[src/rtl/maze_pkg.sv]
// Shared types and heading constants for the maze solver and its path buffer.
package maze_pkg;

  localparam int unsigned HDNG_BASE_W = 12;

  typedef enum logic [1:0] {
    DIR_N = 2'd0,
    DIR_W = 2'd1,
    DIR_S = 2'd2,
    DIR_E = 2'd3
  } dir_e;

  typedef enum logic [1:0] {
    TURN_L    = 2'd0,
    TURN_R    = 2'd1,
    TURN_U    = 2'd2,
    TURN_NONE = 2'd3
  } turn_e;

  typedef enum logic [1:0] {
    MODE_LEFT   = 2'd0,
    MODE_RIGHT  = 2'd1,
    MODE_REPLAY = 2'd2,
    MODE_RSVD   = 2'd3
  } mode_e;

  typedef enum logic [2:0] {
    ST_IDLE      = 3'd0,
    ST_STRT_MV   = 3'd1,
    ST_WAIT_MV   = 3'd2,
    ST_DECIDE    = 3'd3,
    ST_STRT_HDNG = 3'd4,
    ST_WAIT_HDNG = 3'd5,
    ST_DONE      = 3'd6
  } state_e;

  localparam logic [HDNG_BASE_W-1:0] HDNG_N = 12'h000;
  localparam logic [HDNG_BASE_W-1:0] HDNG_W = 12'h3FF;
  localparam logic [HDNG_BASE_W-1:0] HDNG_S = 12'h7FF;
  localparam logic [HDNG_BASE_W-1:0] HDNG_E = 12'hC00;

  function automatic logic [HDNG_BASE_W-1:0] hdng_of(input dir_e d);
    case (d)
      DIR_N:   return HDNG_N;
      DIR_W:   return HDNG_W;
      DIR_S:   return HDNG_S;
      default: return HDNG_E;
    endcase
  endfunction

  // Direction index step: left +1, right -1 (== +3 mod 4), U-turn +2.
  function automatic logic [1:0] turn_delta(input turn_e t);
    case (t)
      TURN_L:  return 2'd1;
      TURN_R:  return 2'd3;
      TURN_U:  return 2'd2;
      default: return 2'd0;
    endcase
  endfunction

endpackage

[src/rtl/maze_path_buf.sv]
// Turn-code path buffer: DEPTH x 2-bit, sequential write and read with a next-cycle read peek.
module maze_path_buf #(
  parameter int unsigned DEPTH = 64
) (
  input  logic                     clk,
  input  logic                     rst_n,
  input  logic                     clr_wr,
  input  logic                     clr_rd,
  input  logic                     wr_en,
  input  logic [1:0]               wr_code,
  input  logic                     rd_en,
  output logic [1:0]               rd_code,
  output logic [1:0]               peek_code,
  output logic                     peek_avail,
  output logic [$clog2(DEPTH):0]   count,
  output logic                     full,
  output logic                     empty
);

  localparam int unsigned AW = $clog2(DEPTH);

  logic [1:0]    mem [DEPTH];
  logic [AW-1:0] wr_ptr_q, wr_ptr_nxt;
  logic [AW:0]   rd_ptr_q, rd_ptr_nxt;
  logic [AW:0]   count_q, count_nxt;
  logic          wr_ok;

  // Pointer/count next values; the peek shows the code the read pointer lands on next cycle.
  always_comb begin
    count_nxt  = count_q;
    wr_ptr_nxt = wr_ptr_q;
    rd_ptr_nxt = rd_ptr_q;
    full       = (count_q == (AW+1)'(DEPTH));
    empty      = (rd_ptr_q >= count_q);
    wr_ok      = wr_en && !full && !clr_wr;
    if (clr_wr) begin
      count_nxt  = '0;
      wr_ptr_nxt = '0;
    end else if (wr_ok) begin
      count_nxt  = count_q + (AW+1)'(1);
      wr_ptr_nxt = wr_ptr_q + AW'(1);
    end
    if (clr_rd) begin
      rd_ptr_nxt = '0;
    end else if (rd_en && !empty) begin
      rd_ptr_nxt = rd_ptr_q + (AW+1)'(1);
    end
    peek_avail = (rd_ptr_nxt < count_nxt);
    rd_code    = mem[rd_ptr_q[AW-1:0]];
    peek_code  = mem[rd_ptr_nxt[AW-1:0]];
  end

  always_ff @(posedge clk or negedge rst_n) begin
    if (!rst_n) begin
      wr_ptr_q <= '0;
      rd_ptr_q <= '0;
      count_q  <= '0;
    end else begin
      wr_ptr_q <= wr_ptr_nxt;
      rd_ptr_q <= rd_ptr_nxt;
      count_q  <= count_nxt;
    end
  end

  // Storage carries no reset; contents are only read below the recorded count.
  always_ff @(posedge clk) begin
    if (wr_ok) mem[wr_ptr_q] <= wr_code;
  end

  assign count = count_q;

endmodule

[src/rtl/maze_solve_gen.sv]
// Maze solve sequencer: left/right-affinity wall following with turn recording and path replay.
module maze_solve_gen
  import maze_pkg::*;
#(
  parameter int unsigned DEPTH  = 64,
  parameter int unsigned HDNG_W = 12
) (
  input  logic                     clk,
  input  logic                     rst_n,
  input  logic                     cmd_md,
  input  logic [1:0]               mode,
  input  logic                     lft_opn,
  input  logic                     rght_opn,
  input  logic                     frwrd_opn,
  input  logic                     mv_cmplt,
  input  logic                     sol_cmplt,
  output logic signed [HDNG_W-1:0] dsrd_hdng,
  output logic                     strt_hdng,
  output logic                     strt_mv,
  output logic                     stp_lft,
  output logic                     stp_rght,
  output logic [$clog2(DEPTH):0]   path_len,
  output logic                     path_ovfl
);

  state_e state_q, state_nxt;
  dir_e   dir_q, dir_nxt;
  mode_e  mode_q, mode_nxt, mode_in;
  turn_e  turn;
  logic   cmd_md_q, ovfl_q, ovfl_nxt;
  logic   start, clr_wr, clr_rd, decide_fire, replay_ok, record;
  logic   wr_en, rd_en, stp_lft_nxt, stp_rght_nxt;
  logic   buf_full, buf_empty, peek_avail;
  logic [1:0] rd_code, peek_code;
  logic signed [HDNG_BASE_W-1:0] hdng_nxt;

  maze_path_buf #(.DEPTH(DEPTH)) u_path_buf (
    .clk        (clk),
    .rst_n      (rst_n),
    .clr_wr     (clr_wr),
    .clr_rd     (clr_rd),
    .wr_en      (wr_en),
    .wr_code    (turn),
    .rd_en      (rd_en),
    .rd_code    (rd_code),
    .peek_code  (peek_code),
    .peek_avail (peek_avail),
    .count      (path_len),
    .full       (buf_full),
    .empty      (buf_empty)
  );

  // Next-state logic; abort and solution found override the normal sequence.
  always_comb begin
    state_nxt   = state_q;
    mode_in     = mode_e'(mode);
    start       = (state_q == ST_IDLE) && cmd_md_q && !cmd_md;
    mode_nxt    = start ? mode_in : mode_q;
    clr_wr      = start && (mode_in != MODE_REPLAY);
    clr_rd      = start && (mode_in == MODE_REPLAY);
    case (state_q)
      ST_IDLE:      if (start) state_nxt = ST_STRT_MV;
      ST_STRT_MV:   state_nxt = ST_WAIT_MV;
      ST_WAIT_MV:   if (mv_cmplt) state_nxt = ST_DECIDE;
      ST_DECIDE:    state_nxt = ST_STRT_HDNG;
      ST_STRT_HDNG: state_nxt = ST_WAIT_HDNG;
      ST_WAIT_HDNG: if (mv_cmplt) state_nxt = ST_STRT_MV;
      ST_DONE:      state_nxt = ST_DONE;
      default:      state_nxt = ST_IDLE;
    endcase
    if (state_q != ST_IDLE) begin
      if (cmd_md) state_nxt = ST_IDLE;
      else if (sol_cmplt) state_nxt = ST_DONE;
    end
    decide_fire = (state_q == ST_DECIDE) && (state_nxt == ST_STRT_HDNG);
  end

  // Turn decision, recording, heading update and move-stop qualifiers.
  always_comb begin
    turn      = TURN_U;
    replay_ok = (mode_q == MODE_REPLAY) && !ovfl_q && !buf_empty;
    record    = (mode_q != MODE_REPLAY);
    if (replay_ok) begin
      turn = turn_e'(rd_code);
    end else if (mode_q == MODE_RIGHT) begin
      if (rght_opn)     turn = TURN_R;
      else if (lft_opn) turn = TURN_L;
    end else begin
      if (lft_opn)       turn = TURN_L;
      else if (rght_opn) turn = TURN_R;
    end
    wr_en    = decide_fire && record;
    rd_en    = decide_fire && replay_ok;
    dir_nxt  = decide_fire ? dir_e'(dir_q + turn_delta(turn)) : dir_q;
    hdng_nxt = signed'(hdng_of(dir_nxt));
    ovfl_nxt = ovfl_q;
    if (clr_wr)                ovfl_nxt = 1'b0;
    else if (wr_en && buf_full) ovfl_nxt = 1'b1;
    stp_lft_nxt  = 1'b0;
    stp_rght_nxt = 1'b0;
    if (state_nxt != ST_IDLE) begin
      case (mode_nxt)
        MODE_RIGHT: stp_rght_nxt = 1'b1;
        MODE_REPLAY: begin
          if (!ovfl_nxt && peek_avail) begin
            stp_lft_nxt  = (turn_e'(peek_code) == TURN_L);
            stp_rght_nxt = (turn_e'(peek_code) == TURN_R);
          end else begin
            stp_lft_nxt  = 1'b1;
          end
        end
        default:    stp_lft_nxt = 1'b1;
      endcase
    end
  end

  always_ff @(posedge clk or negedge rst_n) begin
    if (!rst_n) begin
      state_q   <= ST_IDLE;
      dir_q     <= DIR_N;
      mode_q    <= MODE_LEFT;
      cmd_md_q  <= 1'b0;
      ovfl_q    <= 1'b0;
      dsrd_hdng <= '0;
      strt_mv   <= 1'b0;
      strt_hdng <= 1'b0;
      stp_lft   <= 1'b0;
      stp_rght  <= 1'b0;
    end else begin
      state_q   <= state_nxt;
      dir_q     <= dir_nxt;
      mode_q    <= mode_nxt;
      cmd_md_q  <= cmd_md;
      ovfl_q    <= ovfl_nxt;
      dsrd_hdng <= HDNG_W'(hdng_nxt);
      strt_mv   <= (state_nxt == ST_STRT_MV);
      strt_hdng <= (state_nxt == ST_STRT_HDNG);
      stp_lft   <= stp_lft_nxt;
      stp_rght  <= stp_rght_nxt;
    end
  end

  assign path_ovfl = ovfl_q;

endmodule

[config.mk]
export PLATFORM = sky130hd
export DESIGN_NAME = maze_solve_gen
export DESIGN_NICKNAME = d
export VERILOG_FILES = /design/src/rtl/maze_pkg.sv /design/src/rtl/maze_path_buf.sv /design/src/rtl/maze_solve_gen.sv
export SDC_FILE = /design/constraint.sdc
export NUM_CORES = 1
export LEC_CHECK = 0
export BUFFER_PORTS_ARGS = -buffer_cell sky130_fd_sc_hd__buf_2
export CAP_MARGIN = 40
export CORE_ASPECT_RATIO = 2
export CORE_MARGIN = 5
export CORE_UTILIZATION = 28
export DETAILED_ROUTE_END_ITERATION = 8
export GPL_TIMING_DRIVEN = 0
export PLACE_DENSITY_LB_ADDON = 0.08
export SYNTH_ARGS = -nofsm -noshare
export SYNTH_HDL_FRONTEND = slang
export SYNTH_SLANG_ARGS = --single-unit
[constraint.sdc]
create_clock -name clk -period 8 [get_ports clk]
set_clock_uncertainty 0.2 [all_clocks]
set_input_delay 0.4 -clock clk [delete_from_list [all_inputs] [get_ports clk]]
set_output_delay 0.4 -clock clk [all_outputs]
set_load 0.03 [all_outputs]
==> reports/results.tsv <==
metric	value	unit
status	finished clean	
Avg Cell Area, Syn	11.5	um2
clock buffer depth	2	
DRC viols	0	
YS warnings	0	
sequential share of power	30.2	%
largest family of logic cells by synthesized area	simple AND/OR/NAND/NOR gates	
GR peak layer	met2	
grt met3 use	3.10	%
number of global-route vias before repair	7380	
clock power share	23.0	%
global-route wire length before repair	50600	um
port bufs	32	
Net Sw Power	1490	uW
I/O pins	34	
antenna-violating nets left	0	
endpoints failing hold	0	
FFs w/ async S/R, synth	22.0	%
Synth Area in XOR/XNOR	1.05	%
Die Ht	266	um
Initial DRC Count	558	
RSZ-0062 raised after global routing	no	
fmax	176	MHz
met2 Usage GRT	39.8	%
vias per inst	5.39	
main flop type after synthesis	edfxtp_1	
Setup crit end kind	flip-flop	
Distinct cells, synth	73	
simple-gate share of the synthesized area	13.6	%
sequential share of the synthesized area	51.8	%
Setup crit start kind	flip-flop	
layout cells sized above 1	18.8	%
CTS tree	built	
CTS sink count	164	
number of CTS-inserted buffers	17	
fin crit share	71.0	%
leading cell type in the layout, fill and taps excluded	edfxtp_1	
R2R setup slack	2.32	ns
EDFF count, synth	128	
Crit path largest cell delay	0.53	ns
GRT Total Usage	19.9	%
syn nets	831	
worst-path maximum fanout	22	
Mapped Cells	797	
critical path's slowest cell	mux4_2	
initial antenna violation count	0	
gr ovfl total	0	
met1 usage	18.6	%
post-CTS setup buffer count	0	
post-synthesis mux area share	12.6	%
Root Driver	clkbuf_16	
Clk Latency, worst-skew pair	0.45	ns
final-layout fill cell count	3254	
starting density of the core	28.4	%
CTS H-Tree Depth	4	
die area	36600	um2
Worst-Margin Slew	0.974	ns
Layout Cells excl Fill	1306	
Sw Ratio	41.0	%
synthesized area	9150	um2
Compound-Gate Fraction of Synth Area	12.4	%
WL/cell	27.3	um
Seq cells post-synth	164	
CP Cell Sequence	clkbuf_1, buf_2, clkbuf_1, buf_6, clkbuf_1, buf_6, a31oi_1, mux4_2, mux2_2, a21oi_1, mux2i_4, buf_16, ha_1, or2_2, ha_1, xnor2_1, nand2_1, xnor2_1, ha_1, or2_2	
Ant. Diodes	0	
CTS resizes	0	
CP Class	reg -> reg	
post-layout util	33.3	%
pin count of the biggest net entering global routing	38	
Final setup violation count	0	
Internal	2150	uW
R2R Path End	dsrd_hdng[10]	
Reg clk slew, reported paths	0.07	ns
crit path to	dsrd_hdng[10]	
P&R area growth vs syn	17.3	%
die width	138	um
final max-slew violation count	0	
post-DP HPWL	27800	um
Post-Synth Adder-Cell Area	3.28	%
Hold WC Path Type	in -> reg	
most frequent cells in the layout	edfxtp_1, nor2_1, nand2_1, mux2i_1, buf_2	
max-cap violation count	0	
total number of vias	7042	
post-layout minimum cycle time	5.68	ns
logic gate share of total power	46.7	%
R2R Path Start	u_path_buf.rd_ptr_q[0]	
power per cell area	339	nW/um2
placed cell count	1272	
Layout Nets	901	
Core Footprint	32200	um2
final wirelength	35700	um
cells on worst reg2reg path	20	
Leak Pwr	0.00384	uW
CP Data Required Time	8.13	ns
crit path DAT	5.81	ns
CP startpoint	u_path_buf.rd_ptr_q[0]	
gpl congestion	0.920	
worst vdd rail ir drop	0.000168	V
Final TNS setup	0	ns
drt first pass iters	5	
# rows	93	
Max-slew headroom	35.1	%
-- per-stage QoR --
step | cell area [um2] | worst slack, ns | hold slack (ns) | power [uW]
after floorplan | 9150 | 1.48 | -0.0956 | 2160
after global placement | 9850 | -2.08 | 0.305 | 2740
after detailed placement | 10100 | 2.07 | 0.0909 | 2810
after CTS | 10700 | 2.05 | 0.0152 | 3650
after global routing | 10700 | 1.95 | 0.0470 | 3800
final | 10700 | 2.32 | 0.0289 | 3640
-- worst max-delay path, delay by kind of cell (launching register included) --
family,cells,cell delay (ns)
XOR/XNOR,2,0.35
AND/OR/NAND/NOR,3,0.66
flip-flops,1,0.35
adder cells (fa/ha/maj),3,0.59
buffers and inverters,7,1.89
AO/OA/AOI/OAI,2,0.55
multiplexers,3,0.98
-- cell usage after synthesis (22+ instances only) --
cell | number | share of area, %
mux2i_1 | 42 | 4.6
inv_1 | 33 | 1.4
a21oi_1 | 22 | 1.2
nand3_1 | 31 | 1.7
o21ai_0 | 23 | 1.3
dfrtp_1 | 36 | 9.8
nand2_1 | 72 | 3.0
ha_1 | 24 | 3.3
clkbuf_1 | 29 | 1.2
nor2_1 | 92 | 3.8
mux4_2 | 27 | 6.6
edfxtp_1 | 128 | 42
-- cell type report --
cell class,instances,area (um2),area share [%]
buffer,58,315,2.94
clock buffer,18,429,4.00
clock inverter,13,160,1.49
inverter,43,166,1.55
multi-input combinational,532,3940,36.7
sequential,164,4740,44.2
tap,427,534,4.98
timing repair buffer,51,443,4.13
-- cells by family (layout without fill, tap and decap cells) --
family / after synthesis / after routing
flops: 164 / 164
xor+xnor: 11 / 11
fa+ha+maj: 24 / 24
mux: 80 / 80
buf+inv: 101 / 183
simple gates: 264 / 264
compound gates: 153 / 153
-- power groups by stage --
stage | clock (uW) | sequential (uW) | combinational, uW
global route | 885 | 1110 | 1800
finish | 838 | 1100 | 1700
detailed placement | 0 | 1120 | 1680
CTS | 854 | 1100 | 1690
floorplan | 0 | 1160 | 996
global placement | 0 | 1140 | 1600
-- sequential cells by signal, indices dropped and copies added, names as in the netlist --
name and flops:
u_path_buf.wr_ptr_q 6, state_q 3, u_path_buf.rd_ptr_q 7, stp_rght 1, strt_mv 1, mode_q 2, dir_q 2, strt_hdng 1
path_ovfl 1, cmd_md_q 1, dsrd_hdng 3, u_path_buf.count 7, u_path_buf.mem 128, stp_lft 1
-- worst min path at each step --
stage	startpoint	endpoint	slack (ns)	cells after the start
2_1_floorplan	rst_n	cmd_md_q	-0.1	0
3_3_place_gp	dir_q[1]	dir_q[1]	0.31	1
3_5_place_dp	rst_n	u_path_buf.count[4]	0.09	1
4_1_cts	mode[1]	mode_q[1]	0.02	3
5_1_grt	mode[1]	mode_q[1]	0.05	3
6_report	mode[1]	mode_q[1]	0.03	3
-- what timing repair did --
action                                  4_1_cts  5_1_grt
hold buffers                                  2        0
endpoints found under the setup margin        0        0
endpoints found under the hold margin        37        0
-- metal layers --
metal  wire, um  vias up
li1           -     3164
met1      11400     3539
met2      20900      260
met3       1470       79
met4       1950        0
met5          0        -
Note: power is estimated with default switching activity, not from simulation.
